**src/rtl/pipe_result_packer.sv**
```systemverilog
`default_nettype none
// +----------------------------------------------------------------------------+
// | Module      : pipe_result_packer                                           |
// | Description : Packs the upstream 1-bit q stream into WORD_W-bit words with |
// |               a popcount, delivered over a valid/ready handshake.          |
// | Revision    : 1.0 - initial release                                        |
// +----------------------------------------------------------------------------+
module pipe_result_packer #(
  parameter int WORD_W  = 8,
  parameter int LATENCY = 3
) (
  input  logic                         clk,
  input  logic                         rst,
  input  logic                         q_in,
  input  logic                         sample_valid_in,
  input  logic                         clear_in,
  input  logic                         word_ready_in,
  output logic [WORD_W-1:0]            word_out,
  output logic [$clog2(WORD_W+1)-1:0]  ones_out,
  output logic                         word_valid_out,
  output logic                         overflow_out
);

  localparam int CNT_W = $clog2(WORD_W);
  localparam int POP_W = $clog2(WORD_W+1);

  typedef enum logic [0:0] {
    S_EMPTY = 1'b0,
    S_FULL  = 1'b1
  } state_t;

  logic [LATENCY-1:0] r_vld_dly;
  logic [WORD_W-2:0]  r_shreg;
  logic [CNT_W-1:0]   r_cnt;
  logic [POP_W-1:0]   r_acc;
  state_t             r_state;

  logic               w_vld_d;
  logic               w_fill;
  logic               w_done;
  logic [WORD_W-1:0]  w_full_word;
  logic [POP_W-1:0]   w_pop;

  // Upstream has no valid of its own; replay sample_valid_in LATENCY cycles late.
  generate
    if (LATENCY == 1) begin : g_lat_one
      always_ff @(posedge clk or posedge rst) begin
        if (rst)           r_vld_dly <= '0;
        else if (clear_in) r_vld_dly <= '0;
        else               r_vld_dly <= sample_valid_in;
      end
    end else begin : g_lat_multi
      always_ff @(posedge clk or posedge rst) begin
        if (rst)           r_vld_dly <= '0;
        else if (clear_in) r_vld_dly <= '0;
        else               r_vld_dly <= {r_vld_dly[LATENCY-2:0], sample_valid_in};
      end
    end
  endgenerate

  assign w_vld_d     = r_vld_dly[LATENCY-1];
  assign w_fill      = w_vld_d & ~clear_in;
  assign w_done      = w_fill & (r_cnt == CNT_W'(WORD_W-1));
  assign w_full_word = {r_shreg, q_in};
  assign w_pop       = r_acc + POP_W'(q_in);

  always_ff @(posedge clk or posedge rst) begin
    if (rst) begin
      r_shreg <= '0;
      r_cnt   <= '0;
      r_acc   <= '0;
    end else if (clear_in) begin
      r_shreg <= '0;
      r_cnt   <= '0;
      r_acc   <= '0;
    end else if (w_done) begin
      r_shreg <= '0;
      r_cnt   <= '0;
      r_acc   <= '0;
    end else if (w_fill) begin
      r_shreg <= w_full_word[WORD_W-2:0];
      r_cnt   <= r_cnt + CNT_W'(1);
      r_acc   <= w_pop;
    end
  end

  // Output holding register: a completion while a word waits unaccepted is dropped.
  always_ff @(posedge clk or posedge rst) begin
    if (rst) begin
      r_state        <= S_EMPTY;
      word_valid_out <= 1'b0;
      word_out       <= '0;
      ones_out       <= '0;
      overflow_out   <= 1'b0;
    end else begin
      if (clear_in) overflow_out <= 1'b0;
      case (r_state)
        S_EMPTY: begin
          if (w_done) begin
            word_out       <= w_full_word;
            ones_out       <= w_pop;
            word_valid_out <= 1'b1;
            r_state        <= S_FULL;
          end
        end
        S_FULL: begin
          if (word_ready_in) begin
            if (w_done) begin
              word_out <= w_full_word;
              ones_out <= w_pop;
            end else begin
              word_valid_out <= 1'b0;
              r_state        <= S_EMPTY;
            end
          end else if (w_done) begin
            overflow_out <= 1'b1;
          end
        end
        default: begin
          word_valid_out <= 1'b0;
          r_state        <= S_EMPTY;
        end
      endcase
    end
  end

endmodule
`default_nettype wire

```
**config.mk**
```make
export PLATFORM = sky130hd
export DESIGN_NAME = pipe_result_packer
export DESIGN_NICKNAME = d
export VERILOG_FILES = /design/src/rtl/pipe_result_packer.sv
export SDC_FILE = /design/constraint.sdc
export NUM_CORES = 1
export LEC_CHECK = 0
export BUFFER_PORTS_ARGS = -buffer_cell sky130_fd_sc_hd__buf_2
export CAP_MARGIN = 20
export CELL_PAD_IN_SITES_DETAIL_PLACEMENT = 1
export CELL_PAD_IN_SITES_GLOBAL_PLACEMENT = 2
export CORE_ASPECT_RATIO = 1.5
export CORE_UTILIZATION = 30
export CTS_BUF_LIST = sky130_fd_sc_hd__clkbuf_16
export DETAILED_ROUTE_END_ITERATION = 10
export HOLD_SLACK_MARGIN = 0.02
export MAX_ROUTING_LAYER = met4
export PLACE_DENSITY_LB_ADDON = 0.1
export SLEW_MARGIN = 20
export SYNTH_ARGS = -nofsm -noshare
export SYNTH_HDL_FRONTEND = slang
export SYNTH_SLANG_ARGS = --single-unit
```
**constraint.sdc**
```tcl
create_clock -name clk -period 2.7 [get_ports clk]
set_input_delay 0.54 -clock clk [delete_from_list [all_inputs] [get_ports clk]]
set_output_delay 0.54 -clock clk [all_outputs]
set_load 0.02 [all_outputs]
```
==> qor.json <==
{
  "timing": {
    "setup-violations-final": 0,
    "grt_setup_unrepaired": "false",
    "worst-slew-pin-transition_ns": 0.487,
    "postLayoutSetupSlackWorst_ns": 0.927,
    "totalNegativeSetupSlack_ns": 0,
    "timing.final.crit_period_ns": 1.77,
    "report.final.slew_viol_count": 0,
    "relSlewSlack": 0.675,
    "timing.final.crit_share": 0.657,
    "fmax_ghz": 0.564,
    "finClkSkew_ns": 0.00226,
    "report.final.hold_viol_count": 0
  },
  "clocking": {
    "clk_transition_reported_paths_ns": 0.05,
    "cts.sinks": 32,
    "holdBufCountCts": 0,
    "post_cts_resize_count": 0,
    "clock_tree.buffer_depth": 2,
    "cts_setup_buffers": 0,
    "worstSkewPairLatency_ns": 0.27,
    "cts-root-buf": "clkbuf_16",
    "cts_tree": "yes",
    "cts_made_buffers": 5,
    "ctsHtreeMaxLevel": 2
  },
  "synthesis": {
    "mappedNetlistArea_um2": 1430,
    "count_of_flip_flops_with_a_built_in_enable_after_synthesis": 0,
    "netlist_top_cells_area": "dfrtp_1 56%, mux2_4 10%, a21oi_1 3.8%",
    "syn_inst": 115,
    "synth_warnings": 0,
    "ys_dominant_reg_cell": "dfrtp_1",
    "synth_largest_type_area_fraction": 0.559,
    "synth_largest_area_cell": "dfrtp_1",
    "synth_cell_types": 28,
    "synth.ff_latch_count": 32,
    "ys_seq_area_frac": 0.559,
    "ys_async_sr_fraction": 1.00,
    "synth_area_per_cell_um2": 12.5,
    "synthesis.nets": 125
  },
  "final_layout": {
    "antenna-diode-count": 0,
    "layout.cells.most_common": "dfrtp_1",
    "nNetsFinal": 148,
    "postLayoutCoreUtil": 0.387,
    "drive_above_1_share": 0.309,
    "final_cell_area_um2": 1760,
    "instances_no_fill": 203,
    "area_growth_syn_to_layout_pct": 22.6,
    "mostFrequentLayoutCells": "32 x dfrtp_1, 19 x buf_2, 11 x a21oi_1"
  },
  "floorplanning": {
    "floorplan.initialDensity": 0.315,
    "dieArea_um2": 5060,
    "die_h_um": 86.6,
    "core.rowCount": 30,
    "die_w_um": 58.4,
    "ios": 20,
    "core-area_um2": 4540
  },
  "critical_path": {
    "start_kind": "register",
    "setup.worst_path.end_class": "register",
    "crit_path_max_fanout": 12,
    "worst_ep_arrival_time_ns": 1.93,
    "critical_path_required_ns": 2.86,
    "crit_type": "register to register"
  },
  "route": {
    "first_iter_violations": 7,
    "avgRoutedWirePerCell_um": 13.8,
    "first_pass_iters": 4,
    "routed_wl_mm": 2.81,
    "detailroute.via_count": 926,
    "detail_route.vias_per_cell": 4.56,
    "number_of_nets_with_antenna_violations_after_detailed_routing": 0,
    "post-route-drc-count": 0
  },
  "placement": {
    "io_buffer_count": 19,
    "dpl.hpwl_mm": 1.81,
    "dp_slack_ns": 0.640,
    "routabilityCongestion": 0.682,
    "dpl.cell_count": 195,
    "postPlaceCellArea_um2": 1590
  },
  "run_status": {
    "outcome": "complete, no violations"
  },
  "global_routing": {
    "overflow_left_after_global_routing": 0,
    "largest_net_degree_at_the_start_of_global_routing": 33,
    "initial_antenna_violation_count": 0,
    "grt_pass1_vias": 1025,
    "globalRouteTotalUtil": 0.137,
    "grt_pass1_wl_mm": 4.98
  },
  "power": {
    "powerDensity_nw_per_um2": 649,
    "max-vdd-ir-drop_mv": 0.436,
    "total_switching_power_w": 0.000220,
    "power.leakage_nw": 0.872,
    "sw_frac_of_total": 0.193,
    "seqPwrFrac": 0.425,
    "combPwrFrac": 0.026,
    "p_int_w": 0.000920,
    "p_clk_frac": 0.549
  },
  "worst_hold_path": {
    "hold_path_class": "input pin to async pin"
  },
  "job": {
    "max_cap_viol_count": 0
  }
}
==> metrics by stage <==
step | hold WS, ns | total power [W]
after floorplan | 0.439 | 0.000512
after global routing | 0.396 | 0.00118
after global placement | 0.453 | 0.000523
after detailed placement | 0.458 | 0.000524
after CTS | 0.365 | 0.00116
final | 0.345 | 0.00114
==> kinds of logic after synthesis <==
family,after synthesis,share of synthesized area
fa+ha+maj,4,0.0349
compound gates,16,0.0620
simple gates,40,0.169
buf+inv,7,0.0279
xor+xnor,2,0.0122
flops,32,0.559
mux,14,0.135
==> synthesized netlist by cell type, types with 2 or more instances <==
library cell / n
a21oi_1: 11
nand3_1: 3
nand2b_1: 7
buf_2: 2
mux2_4: 10
nor2_1: 9
ha_1: 4
mux2_2: 3
nor2b_1: 8
dfrtp_1: 32
nand3b_1: 6
and2b_1: 2
clkbuf_1: 3
==> layout make-up <==
type                            instances  area (um2)
Timing Repair Buffer                   22         118
Clock buffer                            5         125
Clock inverter                          3        37.5
Sequential cell                        32         801
Multi-Input combinational cell         76         592
Fill cell                             499        2790
Tap cell                               64        80.1
Inverter                                1        3.75
==> power groups by stage <==
stage	combinational (W)	clock [W]	sequential, W
2_1_floorplan	0.0000197	0	0.000493
3_3_place_gp	0.0000311	0	0.000492
3_5_place_dp	0.0000319	0	0.000493
4_1_cts	0.0000321	0.000645	0.000484
5_1_grt	0.0000354	0.000660	0.000484
6_report	0.0000301	0.000626	0.000484
==> critical path, cell delays in order, from the launching register on <==
cell,delay [ns]
dfrtp_1,0.36
ha_1,0.15
ha_1,0.19
nand3b_2,0.13
nor2_4,0.43
mux2_2,0.39
==> registers in the layout, summed over array words and instances, names as in the netlist <==
name / flops
overflow_out: 1
r_cnt: 3
word_out: 8
r_acc: 4
r_vld_dly: 3
word_valid_out: 1
r_shreg: 7
r_state: 1
ones_out: 4
==> final timing paths <==
path / slack, ns / cells past startpoint / to / start
min: 0.34 / 3 / r_shreg[0]$_DFFE_PP0P_ / rst
min reg2reg: 0.46 / 1 / r_vld_dly[2]$_DFF_PP0_ / r_vld_dly[1]$_DFF_PP0_
max: 0.93 / 5 / ones_out[2]$_DFFE_PP0P_ / r_cnt[0]$_DFFE_PP0P_
max reg2reg: 0.93 / 5 / ones_out[2]$_DFFE_PP0P_ / r_cnt[0]$_DFFE_PP0P_
max in group asynchronous: 2.06 / 3 / r_shreg[4]$_DFFE_PP0P_ / rst
min in group clk: 0.46 / 1 / r_vld_dly[2]$_DFF_PP0_ / r_vld_dly[1]$_DFF_PP0_
==> routing by layer <==
metal / GRT usage / share of wire / up-vias
li1: - / - / 441
met3: 0.0373 / 0.041 / 6
met2: 0.211 / 0.48 / 22
met5: - / 0 / -
met1: 0.166 / 0.45 / 457
met4: 0.0649 / 0.023 / 0
Note: power is estimated with default switching activity, not from simulation.
